## src/rtl/if_id_stage_if.sv

```systemverilog
// Handshake and decoded-field bundle between fetch, the IF/ID buffer and decode.
// The stage itself connects through the slave modport; the driving environment uses master.
interface if_id_stage_if #(
    parameter int PC_W = 32
);
    logic            in_valid;
    logic            in_ready;
    logic [31:0]     in_instr;
    logic [PC_W-1:0] in_pc;
    logic            flush;
    logic            out_valid;
    logic            out_ready;
    logic [PC_W-1:0] out_pc;
    logic [5:0]      out_opcode;
    logic [4:0]      out_rs;
    logic [4:0]      out_rt;
    logic [4:0]      out_rd;
    logic [4:0]      out_shamt;
    logic [5:0]      out_funct;
    logic [15:0]     out_imm16;
    logic [25:0]     out_jaddr;

    modport master (
        output in_valid, in_instr, in_pc, flush, out_ready,
        input  in_ready, out_valid, out_pc, out_opcode, out_rs, out_rt, out_rd,
               out_shamt, out_funct, out_imm16, out_jaddr
    );

    modport slave (
        input  in_valid, in_instr, in_pc, flush, out_ready,
        output in_ready, out_valid, out_pc, out_opcode, out_rs, out_rt, out_rd,
               out_shamt, out_funct, out_imm16, out_jaddr
    );
endinterface

```

## src/rtl/if_id_stage.sv

```systemverilog
// Two-entry in-order IF/ID buffer that slices the head MIPS word into decode fields.
// Define IF_ID_STALL_CNT_EN to add the saturating decode-stall counter port stall_cnt.
module if_id_stage #(
    parameter int PC_W = 32
) (
    input  logic clk,
    input  logic rst_n,
    if_id_stage_if.slave bus
`ifdef IF_ID_STALL_CNT_EN
    ,
    output logic [15:0] stall_cnt
`endif
);
    typedef enum logic [1:0] {EMPTY = 2'd0, ONE = 2'd1, FULL = 2'd2} state_t;

    state_t          state_q, state_d;
    logic [31:0]     head_instr_q, head_instr_d;
    logic [PC_W-1:0] head_pc_q, head_pc_d;
    logic [31:0]     tail_instr_q, tail_instr_d;
    logic [PC_W-1:0] tail_pc_q, tail_pc_d;
    logic            accept;
    logic            emit;
    logic [31:0]     head_word;

    assign accept = bus.in_valid && bus.in_ready;
    assign emit   = bus.out_valid && bus.out_ready;

    always_ff @(posedge clk) begin
        if (!rst_n) begin
            state_q      <= EMPTY;
            head_instr_q <= '0;
            head_pc_q    <= '0;
            tail_instr_q <= '0;
            tail_pc_q    <= '0;
        end else begin
            state_q      <= state_d;
            head_instr_q <= head_instr_d;
            head_pc_q    <= head_pc_d;
            tail_instr_q <= tail_instr_d;
            tail_pc_q    <= tail_pc_d;
        end
    end

    always_comb begin
        state_d = state_q;
        if (bus.flush) begin
            state_d = EMPTY;
        end else begin
            case (state_q)
                EMPTY:   if (accept) state_d = ONE;
                ONE: begin
                    if (accept && !emit)      state_d = FULL;
                    else if (emit && !accept) state_d = EMPTY;
                end
                FULL:    if (emit) state_d = ONE;
                default: state_d = EMPTY;
            endcase
        end
    end

    // Entry moves: the tail only fills from ONE and only drains into the head.
    always_comb begin
        head_instr_d = head_instr_q;
        head_pc_d    = head_pc_q;
        tail_instr_d = tail_instr_q;
        tail_pc_d    = tail_pc_q;
        if (bus.flush) begin
            head_instr_d = '0;
            head_pc_d    = '0;
            tail_instr_d = '0;
            tail_pc_d    = '0;
        end else begin
            case (state_q)
                EMPTY: begin
                    if (accept) begin
                        head_instr_d = bus.in_instr;
                        head_pc_d    = bus.in_pc;
                    end
                end
                ONE: begin
                    if (accept && emit) begin
                        head_instr_d = bus.in_instr;
                        head_pc_d    = bus.in_pc;
                    end else if (accept) begin
                        tail_instr_d = bus.in_instr;
                        tail_pc_d    = bus.in_pc;
                    end else if (emit) begin
                        head_instr_d = '0;
                        head_pc_d    = '0;
                    end
                end
                FULL: begin
                    if (emit) begin
                        head_instr_d = tail_instr_q;
                        head_pc_d    = tail_pc_q;
                        tail_instr_d = '0;
                        tail_pc_d    = '0;
                    end
                end
                default: ;
            endcase
        end
    end

    // Handshake and data outputs come from registered state only.
    always_comb begin
        bus.in_ready   = (state_q == EMPTY) || (state_q == ONE);
        bus.out_valid  = (state_q == ONE) || (state_q == FULL);
        head_word      = bus.out_valid ? head_instr_q : 32'h0;
        bus.out_pc     = bus.out_valid ? head_pc_q : '0;
        bus.out_opcode = head_word[31:26];
        bus.out_rs     = head_word[25:21];
        bus.out_rt     = head_word[20:16];
        bus.out_rd     = head_word[15:11];
        bus.out_shamt  = head_word[10:6];
        bus.out_funct  = head_word[5:0];
        bus.out_imm16  = head_word[15:0];
        bus.out_jaddr  = head_word[25:0];
    end

`ifdef IF_ID_STALL_CNT_EN
    logic [15:0] stall_cnt_q;

    always_ff @(posedge clk) begin
        if (!rst_n) begin
            stall_cnt_q <= '0;
        end else if (bus.out_valid && !bus.out_ready && (stall_cnt_q != 16'hFFFF)) begin
            stall_cnt_q <= stall_cnt_q + 16'd1;
        end
    end

    assign stall_cnt = stall_cnt_q;
`endif
endmodule

```

## src/flat_wrapper.sv

```systemverilog
// flat-port wrapper written by rule: the top's interface ports become plain ports
module if_id_stage_flat 
#(
    parameter int PC_W = 32
)
  (clk, rst_n, bus_in_valid, bus_in_instr, bus_in_pc, bus_flush, bus_out_ready, bus_in_ready, bus_out_valid, bus_out_pc, bus_out_opcode, bus_out_rs, bus_out_rt, bus_out_rd, bus_out_shamt, bus_out_funct, bus_out_imm16, bus_out_jaddr);
  if_id_stage_if #(.PC_W(PC_W)) bus_i ();
  input  logic clk;
  input  logic rst_n;
  input wire logic [$bits(bus_i.in_valid)-1:0] bus_in_valid;
  input wire logic [$bits(bus_i.in_instr)-1:0] bus_in_instr;
  input wire logic [$bits(bus_i.in_pc)-1:0] bus_in_pc;
  input wire logic [$bits(bus_i.flush)-1:0] bus_flush;
  input wire logic [$bits(bus_i.out_ready)-1:0] bus_out_ready;
  output wire logic [$bits(bus_i.in_ready)-1:0] bus_in_ready;
  output wire logic [$bits(bus_i.out_valid)-1:0] bus_out_valid;
  output wire logic [$bits(bus_i.out_pc)-1:0] bus_out_pc;
  output wire logic [$bits(bus_i.out_opcode)-1:0] bus_out_opcode;
  output wire logic [$bits(bus_i.out_rs)-1:0] bus_out_rs;
  output wire logic [$bits(bus_i.out_rt)-1:0] bus_out_rt;
  output wire logic [$bits(bus_i.out_rd)-1:0] bus_out_rd;
  output wire logic [$bits(bus_i.out_shamt)-1:0] bus_out_shamt;
  output wire logic [$bits(bus_i.out_funct)-1:0] bus_out_funct;
  output wire logic [$bits(bus_i.out_imm16)-1:0] bus_out_imm16;
  output wire logic [$bits(bus_i.out_jaddr)-1:0] bus_out_jaddr;
  assign bus_i.in_valid = bus_in_valid;
  assign bus_i.in_instr = bus_in_instr;
  assign bus_i.in_pc = bus_in_pc;
  assign bus_i.flush = bus_flush;
  assign bus_i.out_ready = bus_out_ready;
  assign bus_in_ready = bus_i.in_ready;
  assign bus_out_valid = bus_i.out_valid;
  assign bus_out_pc = bus_i.out_pc;
  assign bus_out_opcode = bus_i.out_opcode;
  assign bus_out_rs = bus_i.out_rs;
  assign bus_out_rt = bus_i.out_rt;
  assign bus_out_rd = bus_i.out_rd;
  assign bus_out_shamt = bus_i.out_shamt;
  assign bus_out_funct = bus_i.out_funct;
  assign bus_out_imm16 = bus_i.out_imm16;
  assign bus_out_jaddr = bus_i.out_jaddr;
  if_id_stage #(.PC_W(PC_W)) u_core (.clk(clk), .rst_n(rst_n), .bus(bus_i));
endmodule
```

## config.mk

```make
export PLATFORM = sky130hd
export DESIGN_NAME = if_id_stage_flat
export DESIGN_NICKNAME = d
export VERILOG_FILES = /design/src/rtl/if_id_stage_if.sv /design/src/rtl/if_id_stage.sv /design/src/flat_wrapper.sv
export SDC_FILE = /design/constraint.sdc
export NUM_CORES = 1
export LEC_CHECK = 0
export ABC_AREA = 1
export BUFFER_PORTS_ARGS = -buffer_cell sky130_fd_sc_hd__buf_2
export CELL_PAD_IN_SITES_DETAIL_PLACEMENT = 0
export CELL_PAD_IN_SITES_GLOBAL_PLACEMENT = 1
export CORE_MARGIN = 2
export CORE_UTILIZATION = 35
export CTS_BUF_LIST = sky130_fd_sc_hd__clkbuf_2 sky130_fd_sc_hd__clkbuf_4 sky130_fd_sc_hd__clkbuf_8
export CTS_CLUSTER_SIZE = 12
export DETAILED_ROUTE_END_ITERATION = 16
export GPL_ROUTABILITY_DRIVEN = 0
export PLACE_DENSITY_LB_ADDON = 0.1
export SYNTH_ARGS = -nofsm -noshare
export SYNTH_HDL_FRONTEND = slang
export SYNTH_SLANG_ARGS = --single-unit
```

## constraint.sdc

```tcl
create_clock -name clk -period 4.6 [get_ports clk]
set_clock_uncertainty 0.1 [all_clocks]
set_input_delay 0.23 -clock clk [delete_from_list [all_inputs] [get_ports clk]]
set_output_delay 0.23 -clock clk [all_outputs]
set_load 0.01 [all_outputs]
```

==> impl_metrics.toml <==
[logic_synthesis]
post_synth.cell_area_avg_um2 = 6.34
synthTopCellsByArea = "dfxtp_1 (37%), nand2_1 (17%), nor2_1 (10%)"
synth_cells = 1123
ys_ff_latch = 130
synth.distinct_cells = 23
synth.top_cell.area_share = 0.366
yosys.area.top_type = "dfxtp_1"
synth.net_count = 1196
yosysWarnings = 0
ys_seq_area_frac = 0.366
netlist_area_um2 = 7110

[final_layout]
fin_nets = 1303
syn2layout_area_growth_pct = 17.1
seqCellArea_um2 = 2600
diodes = 0
layout_commonest_cell = "nand2_1"
fin_util = 0.415
fill_cells = 2249
multi_input_area_um2 = 3260
drive_above_1_share = 0.187
final_cell_mix = "nand2_1 (331), nor2_1 (195), buf_2 (176)"

[floorplan]
initial_core_util = 0.354
die_h_um = 147
die_x_um = 147
die_area_um2 = 21500
fp-row-count = 52
io_pins = 177
core_area_um2 = 20100

[run]
maxCapViolCount = 0

[worst_setup_path]
slowest_delay_ns = 0.78
rr_startpoint = "u_core.state_q[0]"
crit_buf_inv = 3
worstPathCellList = "inv_1 > ha_2 > nand2_1 > inv_2 > buf_4 > nand2_1 > nand2_1 > nor2_1 > nor2_1"
start_kind = "flop"
cp_max_fo = 52
crit_type = "flop to flop"
worst_path_max_delay_cell = "inv_2"
r2r_slack_ns = 1.71
end_kind = "flop"
arrival_ns = 3.17
cp_data_required_time_ns = 4.87
rr_worst_depth = 9
r2r-end = "u_core.head_pc_q[30]"
cp_top_family = "buffers and inverters"
cp_common_cell = "nand2_1"

[timing]
fin_crit_ns = 2.89
rsz0062_at_grt = "false"
setup_slack_ns = 1.71
worst_pin_slew_ns = 1.04
slew_violations = 0
fin_setup_tns_ns = 0
min_period_over_period = 0.629
setup_viol = 0
timing.fmax_mhz = 346
relSlewSlack = 0.307
hold_viol_final = 0

[clock_tree]
path_clk_slew_ns = 0.08
cts_setup_buffers = 0
cts_resized = 0
insertion_delay_ns = 0.44
htreeDepth = 4
clockBufferDepth = 2
hold_buffers = 17
cts_tree = "yes"
root_buffer = "clkbuf_8"
cts_made_buffers = 17
cts_sinks = 130

[routing]
wl_per_cell_um = 13.1
firstDrtPassIters = 5
drtIter0Drc = 305
dr_total_vias = 6724
drtAntennaViolNets = 0
wl_mm = 19.9
drc = 0
viasPerCell = 4.44

[placement]
place.port_buffers = 176
place_ws_ns = 1.67
dpl.hpwl_mm = 11.7

[global_routing]
grt_max_degree = 74
gr-total-overflow = 0
antenna_found_initial = 0
first_global_vias = 6245
grt_pass1_wl_mm = 32.5
grt_use_total = 0.187

[status]
status = "finished clean"

[power_and_ir_drop]
power_w = 0.00296
vdd.ir_drop.worst_mv = 0.184
power_leakage_nw = 4.85
p_per_area_nw_per_um2 = 356

[hold_path]
worstHoldPathCells = 5
hp-start = "bus_in_instr[19]"
min_path_type = "input pin to flop"
hold_path_end = "u_core.head_instr_q[19]"
==> area by class of cell <==
type                            instances  area share
Clock buffer                           23      0.0365
Clock inverter                          9      0.0210
Inverter                              140      0.0631
Multi-Input combinational cell        737       0.391
Sequential cell                       130       0.312
Tap cell                              270      0.0405
Timing Repair Buffer                  204       0.136
==> layer usage <==
| metal | vias up | share of wire | track usage |
|---|---|---|---|
| met1 | 3001 | 0.50 | 0.264 |
| met3 | 14 | 0.039 | 0.0344 |
| li1 | 3556 | - | - |
| met2 | 153 | 0.45 | 0.295 |
| met4 | 0 | 0.0087 | 0.0447 |
| met5 | - | 0 | 0 |
==> flip-flops by register name, indices dropped and copies added, names as in the netlist <==
register,cells
u_core.tail_instr_q,32
u_core.state_q,2
u_core.tail_pc_q,32
u_core.head_instr_q,32
u_core.head_pc_q,32
==> worst min-delay path: cells and delay by family <==
kind / cells / cell delay [ns]
buf+inv: 1 / 0.09
simple gates: 4 / 0.22
==> power breakdown <==
part | switching, W | internal [W] | total, W
logic | 0.000390 | 0.000183 | 0.000573
clock network | 0.000459 | 0.000714 | 0.00117
registers | 0.0000307 | 0.00119 | 0.00122
total | 0.000879 | 0.00208 | 0.00296
==> stage by stage <==
| step | cell area, um2 | hold slack [ns] | cells |
|---|---|---|---|
| after floorplan | 7110 | 0.340 | 1123 |
| after global placement | 7680 | 0.350 | 1464 |
| after detailed placement | 7680 | 0.352 | 1464 |
| after CTS | 8330 | 0.000231 | 1513 |
| after global routing | 8330 | 0.0187 | 1513 |
| final | 8330 | 0.0262 | 1513 |
==> logic make-up (layout without fill, tap and decap cells) <==
kind of cell             count (synthesis)  in the layout  share of synthesized area
AO/OA/AOI/OAI                          131            131                      0.116
adder cells (fa/ha/maj)                  4              4                    0.00704
flip-flops                             130            130                      0.366
buffers and inverters                  256            376                      0.179
AND/OR/NAND/NOR                        602            602                      0.333
==> worst max path at each step <==
stage | from | end | slack (ns) | cells after the start
floorplan | u_core.state_q[0] | bus_out_imm16[0] | 2.62 | 8
global placement | u_core.state_q[0] | u_core.head_pc_q[30] | 1.74 | 9
detailed placement | u_core.state_q[0] | u_core.head_instr_q[16] | 1.67 | 9
CTS | u_core.state_q[0] | u_core.head_pc_q[30] | 1.65 | 9
global route | u_core.state_q[0] | u_core.head_pc_q[0] | 1.36 | 9
finish | u_core.state_q[0] | u_core.head_pc_q[30] | 1.71 | 9
==> cells in the mapped netlist <==
cell type	instances
or2_1	1
o21ai_1	1
buf_4	57
buf_2	32
buf_1	3
nand2_1	331
nand2_2	4
inv_1	137
nor2_4	1
o21bai_1	64
buf_8	1
buf_6	6
clkbuf_1	17
a21boi_2	1
nand3_1	68
nor2_1	195
o21ai_0	1
nor3_1	1
a21oi_1	64
ha_1	4
dfxtp_1	130
or2_2	1
inv_2	3
Note: power is estimated with default switching activity, not from simulation.
